[src/rtl/rc4_pkg.sv]
// Shared types and constants for the RC4 keystream (PRGA) stage.
package rc4_pkg;

    typedef logic [7:0] byte_t;

    typedef enum logic [3:0] {
        ST_IDLE,
        ST_LEN,
        ST_LEN_WR,
        ST_RD_I,
        ST_RD_J,
        ST_WR_I,
        ST_WR_J,
        ST_RD_K,
        ST_WR_PT,
        ST_DONE
    } prga_state_t;

    localparam byte_t MSG_LEN_ADDR    = 8'h00;
    localparam int    CYCLES_PER_BYTE = 6;

endpackage

[src/rtl/rc4_prga.sv]
// RC4 PRGA: walks the KSA-scrambled S BRAM, swaps entries and XORs the keystream with the ciphertext ROM.
// Optional RC4_DROP_EN: discard the first DROP_N keystream bytes (RC4-drop[N]) before decrypting.
//
// state     | meaning
// ----------|------------------------------------------------------------
// IDLE      | ready, waiting for en
// LEN       | address ciphertext byte 0 (message length)
// LEN_WR    | latch L, copy it to pt[0], clear i/j, k=1
// RD_I      | i+1, read S[i]
// RD_J      | latch si, j+=si, read S[j]
// WR_I      | latch sj, S[i]=sj
// WR_J      | S[j]=si
// RD_K      | read S[si+sj] and ct[k]
// WR_PT     | pt[k] = keystream ^ ct[k]
// DONE      | message finished, back to IDLE next cycle
module rc4_prga
    import rc4_pkg::*;
#(
    parameter int DROP_N = 0
) (
    input  logic       clk,
    input  logic       rst,
    input  logic       en,
    output logic       rdy,
    output logic [7:0] s_addr,
    output logic [7:0] s_din,
    output logic       s_wren,
    input  logic [7:0] s_dout,
    output logic [7:0] ct_addr,
    input  logic [7:0] ct_dout,
    output logic [7:0] pt_addr,
    output logic [7:0] pt_din,
    output logic       pt_wren
);

    if (DROP_N < 0 || DROP_N > 65535) begin : g_drop_range
        $error("DROP_N out of range 0..65535");
    end

    prga_state_t state;
    byte_t i, j, k, si, sj, len;

`ifdef RC4_DROP_EN
    localparam logic [15:0] DROP_INIT = 16'(DROP_N);
    logic [15:0] drop_cnt;
`endif

    always_ff @(posedge clk) begin
        if (rst) begin
            state <= ST_IDLE;
            i     <= '0;
            j     <= '0;
            k     <= '0;
            si    <= '0;
            sj    <= '0;
            len   <= '0;
`ifdef RC4_DROP_EN
            drop_cnt <= '0;
`endif
        end else begin
            case (state)
                ST_IDLE:   if (en) state <= ST_LEN;
                ST_LEN:    state <= ST_LEN_WR;
                ST_LEN_WR: begin
                    len <= ct_dout;
                    i   <= '0;
                    j   <= '0;
                    k   <= 8'd1;
`ifdef RC4_DROP_EN
                    drop_cnt <= DROP_INIT;
                    if (DROP_INIT != 16'd0)
                        state <= ST_RD_I;
                    else
                        state <= (ct_dout == 8'd0) ? ST_DONE : ST_RD_I;
`else
                    state <= (ct_dout == 8'd0) ? ST_DONE : ST_RD_I;
`endif
                end
                ST_RD_I: begin
                    i     <= i + 8'd1;
                    state <= ST_RD_J;
                end
                ST_RD_J: begin
                    si    <= s_dout;
                    j     <= j + s_dout;
                    state <= ST_WR_I;
                end
                ST_WR_I: begin
                    sj    <= s_dout;
                    state <= ST_WR_J;
                end
                ST_WR_J:   state <= ST_RD_K;
                ST_RD_K: begin
`ifdef RC4_DROP_EN
                    // Drop iterations share the swap path but skip the pt write.
                    if (drop_cnt != 16'd0) begin
                        drop_cnt <= drop_cnt - 16'd1;
                        if (drop_cnt == 16'd1 && len == 8'd0)
                            state <= ST_DONE;
                        else
                            state <= ST_RD_I;
                    end else begin
                        state <= ST_WR_PT;
                    end
`else
                    state <= ST_WR_PT;
`endif
                end
                ST_WR_PT: begin
                    k     <= k + 8'd1;
                    state <= (k == len) ? ST_DONE : ST_RD_I;
                end
                ST_DONE:   state <= ST_IDLE;
                default:   state <= ST_IDLE;
            endcase
        end
    end

    assign rdy = (state == ST_IDLE);

    // RD_J and WR_I forward s_dout directly so no extra read cycle is needed.
    always_comb begin
        s_addr  = '0;
        s_din   = '0;
        s_wren  = 1'b0;
        ct_addr = '0;
        pt_addr = '0;
        pt_din  = '0;
        pt_wren = 1'b0;
        case (state)
            ST_LEN:    ct_addr = MSG_LEN_ADDR;
            ST_LEN_WR: begin
                pt_addr = MSG_LEN_ADDR;
                pt_din  = ct_dout;
                pt_wren = 1'b1;
            end
            ST_RD_I:   s_addr = i + 8'd1;
            ST_RD_J:   s_addr = j + s_dout;
            ST_WR_I: begin
                s_addr = i;
                s_din  = s_dout;
                s_wren = 1'b1;
            end
            ST_WR_J: begin
                s_addr = j;
                s_din  = si;
                s_wren = 1'b1;
            end
            ST_RD_K: begin
                s_addr  = si + sj;
                ct_addr = k;
            end
            ST_WR_PT: begin
                pt_addr = k;
                pt_din  = s_dout ^ ct_dout;
                pt_wren = 1'b1;
            end
            default: ;
        endcase
    end

endmodule

[config.mk]
export PLATFORM = sky130hd
export DESIGN_NAME = rc4_prga
export DESIGN_NICKNAME = d
export VERILOG_FILES = /design/src/rtl/rc4_pkg.sv /design/src/rtl/rc4_prga.sv
export SDC_FILE = /design/constraint.sdc
export NUM_CORES = 1
export LEC_CHECK = 0
export CORE_UTILIZATION = 38
export DETAILED_ROUTE_END_ITERATION = 16
export PLACE_DENSITY_LB_ADDON = 0.12
export SLEW_MARGIN = 15
export SYNTH_ARGS = -nofsm -noshare
export SYNTH_HDL_FRONTEND = slang
export SYNTH_SLANG_ARGS = --single-unit
[constraint.sdc]
create_clock -name clk -period 6.25 [get_ports clk]
set_input_delay 0.9375 -clock clk [delete_from_list [all_inputs] [get_ports clk]]
set_output_delay 0.9375 -clock clk [all_outputs]
set_load 0.005 [all_outputs]
==> impl_metrics.json, run 1 <==
{
  "grt_usage_pct": 21.1,
  "vdd_drop_max_v": 0.0000926,
  "initial_core_util_pct": 39.4,
  "hpwl_mm": 7.18,
  "yosysWarnings": 0,
  "min_to": "sj[3]",
  "place_inst": 617,
  "cp-end-kind": "output pin",
  "hold_viol_final": 0,
  "place_area_sq_mm": 0.00409,
  "hp-class": "flip-flop to flip-flop",
  "regToRegSetupSlack_ns": 4.14,
  "clock-root-buffer": "clkbuf_8",
  "vias": 3379,
  "post_drt_wl_per_cell_um": 15.9,
  "fill_cells": 928,
  "cpPeakStageDelay_ns": 0.50,
  "ys.flop_type": "dfxtp_1",
  "max-cap-violations": 0,
  "drt_iter0_markers": 203,
  "setup_viol": 0,
  "dieWidth_um": 97.0,
  "clk_path_buf_depth": 2,
  "ys_types": 51,
  "cts_hold_buffers": 0,
  "area_growth_pct": 21.8,
  "criticalPathCategory": "primary input to output pin",
  "slew_headroom_pct": 32.4,
  "finish.utilization_pct": 47.9,
  "clk_latency_ns": 0.31,
  "route.detailed.drc": 0,
  "hp-start": "sj[3]",
  "period_minus_slack_ns": 4.53,
  "io_buffers": 61,
  "drive_gt1_share_pct": 3.09,
  "powerDensity_mw_per_mm2": 155,
  "crit_chain": "clkdlybuf4s50_1 -> ha_1 -> fa_1 -> a21o_1 -> a21oi_1 -> nor2_1 -> a211oi_1 -> o211ai_1 -> clkdlybuf4s50_1",
  "finClkSkew_ns": 0.00540,
  "layout.nets": 553,
  "cp.required_ns": 5.31,
  "drtAntennaViolNets": 0,
  "mostFrequentLayoutCells": "107 x nand2_1, 60 x clkdlybuf4s50_1, 54 x a21oi_1",
  "num_antenna_cells": 0,
  "syn_nets": 507,
  "async_flop_share_pct": 0,
  "regToRegEndpoint": "k[6]",
  "wirelength_mm": 9.95,
  "avgSynthCellArea_sq_um": 7.30,
  "reg2reg_depth": 6,
  "syn-cell-area_sq_mm": 0.00343,
  "rows": 34,
  "tns_ns": 0,
  "clock-sinks": 52,
  "finalInstanceArea_sq_mm": 0.00418,
  "dieArea_sq_mm": 0.00942,
  "core-area_sq_mm": 0.00872,
  "finalCritPeriodShare_pct": 72.5,
  "cpMostUsedCell": "clkdlybuf4s50_1",
  "cp_data_arrival_time_ns": 3.59,
  "crit_fanout": 5,
  "final_common_cell": "nand2_1",
  "cts_setup_buffers": 0,
  "grt_pass1_wl_mm": 16.1,
  "grt_setup_unrepaired": "false",
  "instances_no_fill": 625,
  "p_leak_nw": 1.57,
  "place_congestion": 0.860,
  "fmax_mhz": 221,
  "htreeDepth": 2,
  "synth-seq-area-share_pct": 30.3,
  "dr.pass1.iters": 5,
  "grt_max_degree": 52,
  "crit_slowest_cell": "clkdlybuf4s50_1",
  "clk_pin_slew_ns": 0.09,
  "gr-total-overflow": 0,
  "maxSlewViolCount": 0,
  "min_path_cells": 2,
  "synth_edf_count": 0,
  "multi_input_area_sq_mm": 0.00226,
  "vias_per_cell": 5.41,
  "grt_pass1_vias": 3235,
  "fp.dieH_um": 97.0,
  "r2r-start": "state[3]",
  "cts_tree": "yes",
  "ctsResizeCount": 0,
  "syn_inst": 470,
  "cts_inserted_buffers": 5,
  "pin_count": 62,
  "status": "finished clean",
  "antenna_found_initial": 0,
  "worst_pin_slew_ns": 1.01,
  "start_kind": "primary input",
  "final-seq-area_sq_mm": 0.00104,
  "ys_seq_elements": 52
}
## per-stage QoR
| stage | hold WS, ns | setup slack [ns] | power [W] |
|---|---|---|---|
| detailed placement | 0.453 | 1.77 | 0.000451 |
| finish | 0.463 | 1.72 | 0.000646 |
| CTS | 0.467 | 1.74 | 0.000654 |
| global route | 0.490 | 1.53 | 0.000677 |
| floorplan | 0.440 | 2.96 | 0.000408 |
| global placement | 0.446 | 1.81 | 0.000450 |
## layout make-up
| type | count | share of cell area (%) |
|---|---|---|
| Multi-Input combinational cell | 387 | 54.1 |
| Tap cell | 108 | 3.23 |
| Sequential cell | 52 | 24.9 |
| Timing Repair Buffer | 64 | 15.0 |
| Clock buffer | 8 | 2.16 |
| Inverter | 6 | 0.539 |
## worst max-delay path by stage
| stage | start | to | slack [ns] | cells past startpoint |
|---|---|---|---|---|
| detailed placement | s_dout[0] | s_addr[6] | 1.77 | 9 |
| finish | s_dout[0] | s_addr[6] | 1.72 | 9 |
| global route | s_dout[0] | s_addr[6] | 1.53 | 9 |
| floorplan | s_dout[0] | s_addr[6] | 2.96 | 7 |
| global placement | s_dout[0] | s_addr[6] | 1.81 | 9 |
| CTS | s_dout[0] | s_addr[6] | 1.74 | 9 |
## report_power, final
part	switching, W	internal [W]
logic	0.0000536	0.0000423
clock network	0.000111	0.0000907
registers	0.0000104	0.000338
## synth_stat cells (2+ instances only)
cell | instances | share of area [%]
xor2_1 | 8 | 2.0
a31oi_1 | 2 | 0.36
xnor2_1 | 13 | 3.3
a221oi_1 | 2 | 0.51
clkbuf_1 | 17 | 1.9
nor4_1 | 3 | 0.55
and2_1 | 17 | 3.1
or3_1 | 4 | 0.73
a21oi_1 | 54 | 7.9
o21ai_1 | 9 | 1.3
o211ai_1 | 7 | 1.5
a22oi_1 | 8 | 1.7
and3_1 | 4 | 0.73
inv_1 | 5 | 0.55
buf_2 | 7 | 1.0
o21ai_0 | 18 | 2.6
fa_1 | 2 | 1.2
nor2_1 | 30 | 3.3
a21o_1 | 7 | 1.5
a221o_1 | 2 | 0.58
o21bai_1 | 2 | 0.44
a211oi_1 | 3 | 0.66
a22o_1 | 3 | 0.77
nor2b_1 | 8 | 1.5
nand3b_1 | 7 | 1.5
nor3_1 | 8 | 1.2
nand2b_1 | 6 | 1.1
dfxtp_1 | 52 | 30
nand4_1 | 6 | 1.1
nand2_1 | 107 | 12
mux2i_1 | 3 | 0.87
nand3_1 | 11 | 1.6
ha_1 | 16 | 5.8
nor4b_2 | 2 | 0.87
## state kept, by name, summed over array words and instances (netlist names)
signal,count
j,8
k,8
si,8
state,4
i,8
len,8
sj,8
## routing by layer
metal  routed length, um  GRT usage, %
met1                4600          26.9
met2                4670          36.1
met3                 507          3.90
met4                 170          5.97
met5                   0             0
## kinds of logic after synthesis
kind of cell	Yosys count	synth area share [%]
flops	52	30.3
fa+ha+maj	18	7.00
simple gates	221	30.8
xor+xnor	21	5.36
mux	5	1.53
buf+inv	31	3.75
compound gates	122	21.2
## critical path, delay by kind of cell
family / cells / cell delay, ns
compound gates: 4 / 0.87
fa+ha+maj: 2 / 0.72
buf+inv: 2 / 0.97
simple gates: 1 / 0.09
No activity file was read; power rests on OpenSTA's default activity.
==> inputs of run 2 (changes only) <==
==> constraint.sdc (replaced) <==
create_clock -name clk -period 4.56 [get_ports clk]
set_input_delay 0.684 -clock clk [delete_from_list [all_inputs] [get_ports clk]]
set_output_delay 0.684 -clock clk [all_outputs]
set_load 0.005 [all_outputs]
==> impl_metrics.json, run 2 (same netlist as run 1, synthesis figures left out) <==
{
  "status": "finished clean",
  "p_leak_nw": 1.58,
  "hold_viol_final": 0,
  "cts_hold_buffers": 0,
  "power_frac_seq_pct": 53.5,
  "criticalPathCategory": "primary input to output pin",
  "pin_count": 62,
  "use_met3_pct": 2.89,
  "rows": 34,
  "clk_path_buf_depth": 2,
  "cts_inserted_buffers": 5,
  "instances_no_fill": 626,
  "drive_gt1_share_pct": 3.67,
  "core-area_sq_mm": 0.00872,
  "place_inst": 618,
  "place_congestion": 0.861,
  "grt_setup_unrepaired": "false",
  "clock-sinks": 52,
  "crit_fanout": 5,
  "grt_max_degree": 52,
  "crit_chain": "clkdlybuf4s50_1 -> ha_1 -> fa_1 -> a21o_1 -> a21oi_1 -> nor2_1 -> a211oi_1 -> o211ai_1 -> clkdlybuf4s50_1",
  "final_common_cell": "nand2_1",
  "gr-total-overflow": 0,
  "slew_headroom_pct": 32.2,
  "post_drt_wl_per_cell_um": 15.9,
  "switchingPower_w": 0.000248,
  "path_delay_family": "buffers and inverters",
  "hp-class": "flip-flop to flip-flop",
  "fill_cells": 946,
  "initial_core_util_pct": 39.4,
  "fmax_mhz": 249,
  "layout.nets": 554,
  "cp.required_ns": 3.88,
  "dieWidth_um": 97.0,
  "finalCritPeriodShare_pct": 88.2,
  "powerDensity_mw_per_mm2": 213,
  "fin_ws_ns": 0.540,
  "cts_setup_buffers": 0,
  "finClkSkew_ns": 0.00663,
  "vias": 3415,
  "p_int_w": 0.000643,
  "ctsResizeCount": 0,
  "clock-root-buffer": "clkbuf_8",
  "worst_pin_slew_ns": 1.02,
  "antenna_found_initial": 0,
  "pwr-share-comb_pct": 14.8,
  "hpwl_mm": 7.16,
  "grt_util_met2_pct": 36.1,
  "wirelength_mm": 9.96,
  "vias_per_cell": 5.46,
  "drt_iter0_markers": 151,
  "switching_share_pct": 27.8,
  "vdd_drop_max_v": 0.000115,
  "drtAntennaViolNets": 0,
  "cp_data_arrival_time_ns": 3.34,
  "hold_slack_ns": 0.464,
  "setup_viol": 0,
  "clock_power_share_pct": 31.6,
  "num_antenna_cells": 0,
  "power_w": 0.000891,
  "period_minus_slack_ns": 4.02,
  "clk_pin_slew_ns": 0.10,
  "crit_buf_inv": 2,
  "cp-end-kind": "output pin",
  "cpPeakStageDelay_ns": 0.50,
  "dr.pass1.iters": 4,
  "tns_ns": 0,
  "fp.dieH_um": 97.0,
  "grt_pass1_wl_mm": 16.3,
  "htreeDepth": 2,
  "route.detailed.drc": 0,
  "dieArea_sq_mm": 0.00942,
  "mostFrequentLayoutCells": "107 x nand2_1, 60 x clkdlybuf4s50_1, 54 x a21oi_1",
  "maxSlewViolCount": 0,
  "cpMostUsedCell": "clkdlybuf4s50_1",
  "max-cap-violations": 0,
  "grt_usage_pct": 21.5,
  "start_kind": "primary input",
  "cts_tree": "yes",
  "grt_pass1_vias": 3250,
  "area_growth_pct": 22.1,
  "dp_slack_ns": 0.587,
  "grt-busiest-layer": "met2",
  "io_buffers": 61,
  "clk_latency_ns": 0.31,
  "crit_slowest_cell": "clkdlybuf4s50_1",
  "grtUsageMet1_pct": 28.6
}
run 2: area by class of cell:
cell class	instances	area, sq um	area share (%)
clock inverters	2	10.0	0.239
flip-flops and latches	52	1040	24.9
inverters	6	22.5	0.538
clock buffers	6	82.6	1.97
repair buffers	65	636	15.2
multi-input cells	387	2260	54.0
well taps	108	135	3.23
run 2: path summary, 6_finish.rpt:
| path | from | to | slack, ns | cells past startpoint |
|---|---|---|---|---|
| worst max register to register | state[3] | k[7] | 2.45 | 6 |
| worst min register to register | sj[3] | sj[3] | 0.46 | 2 |
| worst min-delay path | sj[3] | sj[3] | 0.46 | 2 |
| worst max-delay path | s_dout[0] | s_addr[6] | 0.54 | 9 |
run 2: metal layers:
layer | part of all wire, % | up-vias
met2 | 47 | 103
met3 | 6.4 | 13
li1 | - | 1731
met4 | 1.8 | 0
met5 | 0 | -
met1 | 45 | 1568
run 2: power by group through the flow:
stage	logic (W)	registers (W)	clock network (W)
after floorplan	0.0000795	0.000480	0
after detailed placement	0.000132	0.000488	0
after global placement	0.000130	0.000487	0
after global routing	0.000147	0.000479	0.000309
after CTS	0.000133	0.000477	0.000291
final	0.000132	0.000477	0.000282
run 2: stage by stage:
stage | utilization (%) | cell area [sq um]
2_1_floorplan | - | 3430
3_3_place_gp | 47.0 | 4100
3_5_place_dp | 47.0 | 4100
4_1_cts | 48.0 | 4190
5_1_grt | 48.0 | 4190
6_report | 48.0 | 4190
run 2: worst register-to-register path, stage by stage, from the launching register on:
cell and delay, ns:
dfxtp_1 0.61, nor4b_2 0.28, buf_4 0.29, and2_2 0.25, nand3_2 0.11, or3_1 0.37
a21oi_1 0.14
==> inputs of run 3 (changes only) <==
--- a/config.mk
+++ b/config.mk
@@ -7,7 +7,8 @@
 export LEC_CHECK = 0
 export CORE_UTILIZATION = 38
 export DETAILED_ROUTE_END_ITERATION = 16
-export PLACE_DENSITY_LB_ADDON = 0.12
+export GPL_ROUTABILITY_DRIVEN = 0
+export PLACE_DENSITY = 0.74
 export SLEW_MARGIN = 15
 export SYNTH_ARGS = -nofsm -noshare
 export SYNTH_HDL_FRONTEND = slang
==> constraint.sdc (replaced) <==
create_clock -name clk -period 3.3 [get_ports clk]
set_input_delay 0.495 -clock clk [delete_from_list [all_inputs] [get_ports clk]]
set_output_delay 0.495 -clock clk [all_outputs]
set_load 0.005 [all_outputs]
==> impl_metrics.json, run 3 (same netlist as run 1, synthesis figures left out) <==
{
  "wirelength_mm": 9.44,
  "cts_setup_buffers": 0,
  "dr.pass1.iters": 5,
  "gr-total-overflow": 0,
  "period_minus_slack_ns": 3.26,
  "regToRegSetupSlack_ns": 1.34,
  "dieWidth_um": 97.0,
  "num_antenna_cells": 0,
  "top_layer_used": "met4",
  "grt_pass1_vias": 3212,
  "crit_fanout": 3,
  "wirelength_met1_mm": 4.29,
  "cpMostUsedCell": "clkdlybuf4s50_1",
  "finish.utilization_pct": 50.2,
  "final_common_cell": "nand2_1",
  "finClkSkew_ns": 0.00996,
  "cp.required_ns": 2.80,
  "clock-sinks": 52,
  "core-area_sq_mm": 0.00872,
  "drtAntennaViolNets": 0,
  "hp-class": "flip-flop to flip-flop",
  "vias_per_cell": 5.50,
  "vias": 3553,
  "post_drt_wl_per_cell_um": 14.6,
  "max-cap-violations": 0,
  "cp_data_arrival_time_ns": 2.77,
  "layout.nets": 574,
  "finalCritPeriodShare_pct": 98.8,
  "initial_core_util_pct": 39.4,
  "cp.depth": 9,
  "area_growth_pct": 27.6,
  "crit_path_start": "s_dout[0]",
  "drive_gt1_share_pct": 7.99,
  "routed-wl-met3_um": 430,
  "cp-end-kind": "output pin",
  "grt_pass1_wl_mm": 15.1,
  "crit_chain": "clkdlybuf4s50_1 -> ha_1 -> buf_4 -> a211oi_4 -> nor3_2 -> mux2i_1 -> a211o_1 -> nand4_1 -> clkdlybuf4s50_1",
  "slew_headroom_pct": 46.1,
  "crit_buf_inv": 3,
  "path_delay_family": "buffers and inverters",
  "fp.dieH_um": 97.0,
  "antenna_found_initial": 0,
  "cpPeakStageDelay_ns": 0.55,
  "reg2reg_depth": 6,
  "cts_tree": "yes",
  "start_kind": "primary input",
  "hpwl_mm": 7.16,
  "fmax_mhz": 307,
  "cts_hold_buffers": 0,
  "powerDensity_mw_per_mm2": 280,
  "grt_setup_unrepaired": "true",
  "worst_pin_slew_ns": 0.806,
  "clock-root-buffer": "clkbuf_8",
  "route.detailed.drc": 0,
  "io_buffers": 61,
  "clk_latency_ns": 0.30,
  "grt_max_degree": 22,
  "status": "finished clean",
  "mostFrequentLayoutCells": "107 x nand2_1, 57 x clkdlybuf4s50_1, 53 x a21oi_1",
  "cp-endpoint": "s_addr[7]",
  "power_w": 0.00123,
  "criticalPathCategory": "primary input to output pin",
  "min_path_cells": 2,
  "rows": 34,
  "crit_slowest_cell": "clkdlybuf4s50_1",
  "maxSlewViolCount": 0,
  "dieArea_sq_mm": 0.00942,
  "setup_viol": 0,
  "grt_usage_pct": 19.5,
  "pin_count": 62,
  "clk_pin_slew_ns": 0.10,
  "wl_met2_mm": 4.60,
  "cts_inserted_buffers": 5,
  "clk_path_buf_depth": 2,
  "vdd_drop_max_v": 0.000236,
  "hold_viol_final": 0,
  "htreeDepth": 2,
  "drt_iter0_markers": 149,
  "regToRegEndpoint": "k[7]",
  "p_leak_nw": 1.70,
  "r2r-start": "state[1]"
}
-- run 3: cell types whose count changed in the layout (fill, tap and decap cells not counted), moves of 2 or more --
cell             before  now
a211oi_1              3    1
buf_4                 4   24
clkdlybuf4s50_1      60   57
clkinv_2              2    0
dlygate4sd2_1         0    3
-- run 3: stage by stage --
step	hold slack, ns	cell area (sq um)	setup TNS, ns	cells	worst slack, ns
floorplan	0.440	3430	0	470	0.894
global placement	0.449	4250	-0.327	638	-0.172
detailed placement	0.455	4250	-0.473	638	-0.212
CTS	0.469	4350	0	646	0.00391
global route	0.485	4380	-0.0281	646	-0.0281
finish	0.466	4380	0	646	0.0392
-- run 3: timing repair --
item	CTS	global route
gates resized for setup	7	5
pin swaps	1	1
setup endpoints to repair	4	2
endpoints found under the hold margin	0	0
-- run 3: per-layer routing --
layer	vias to the layer above	global-route usage [%]
met2	95	34.9
met3	10	2.89
met1	1673	24.6
met5	-	0
met4	0	4.36
li1	1775	-
-- run 3: worst min-delay path by stage --
stage	endpoint	from
after detailed placement	sj[4]	sj[4]
after CTS	sj[4]	sj[4]
final	sj[4]	sj[4]
after floorplan	sj[0]	sj[0]
after global placement	sj[0]	sj[0]
after global routing	sj[2]	sj[2]
-- run 3: power by group --
group	total [W]	leakage (nW)	switching [W]	internal, W
Clock	0.000370	0.0414	0.000218	0.000152
Sequential	0.000660	0.420	0.0000202	0.000640
Combinational	0.000198	1.24	0.000105	0.0000934
-- run 3: final cells by class --
class	instances	area [sq um]
Multi-Input combinational cell	387	2300
Clock buffer	6	72.6
Clock inverter	2	16.3
Timing Repair Buffer	85	790
Tap cell	108	135
Sequential cell	52	1040
Inverter	6	22.5
Fill cell	839	4340
-- run 3: tightest hold or removal path, cell delays in order (launching register included) --
cell and delay [ns]:
dfxtp_1 0.32, nand2_1 0.05, a21oi_1 0.05
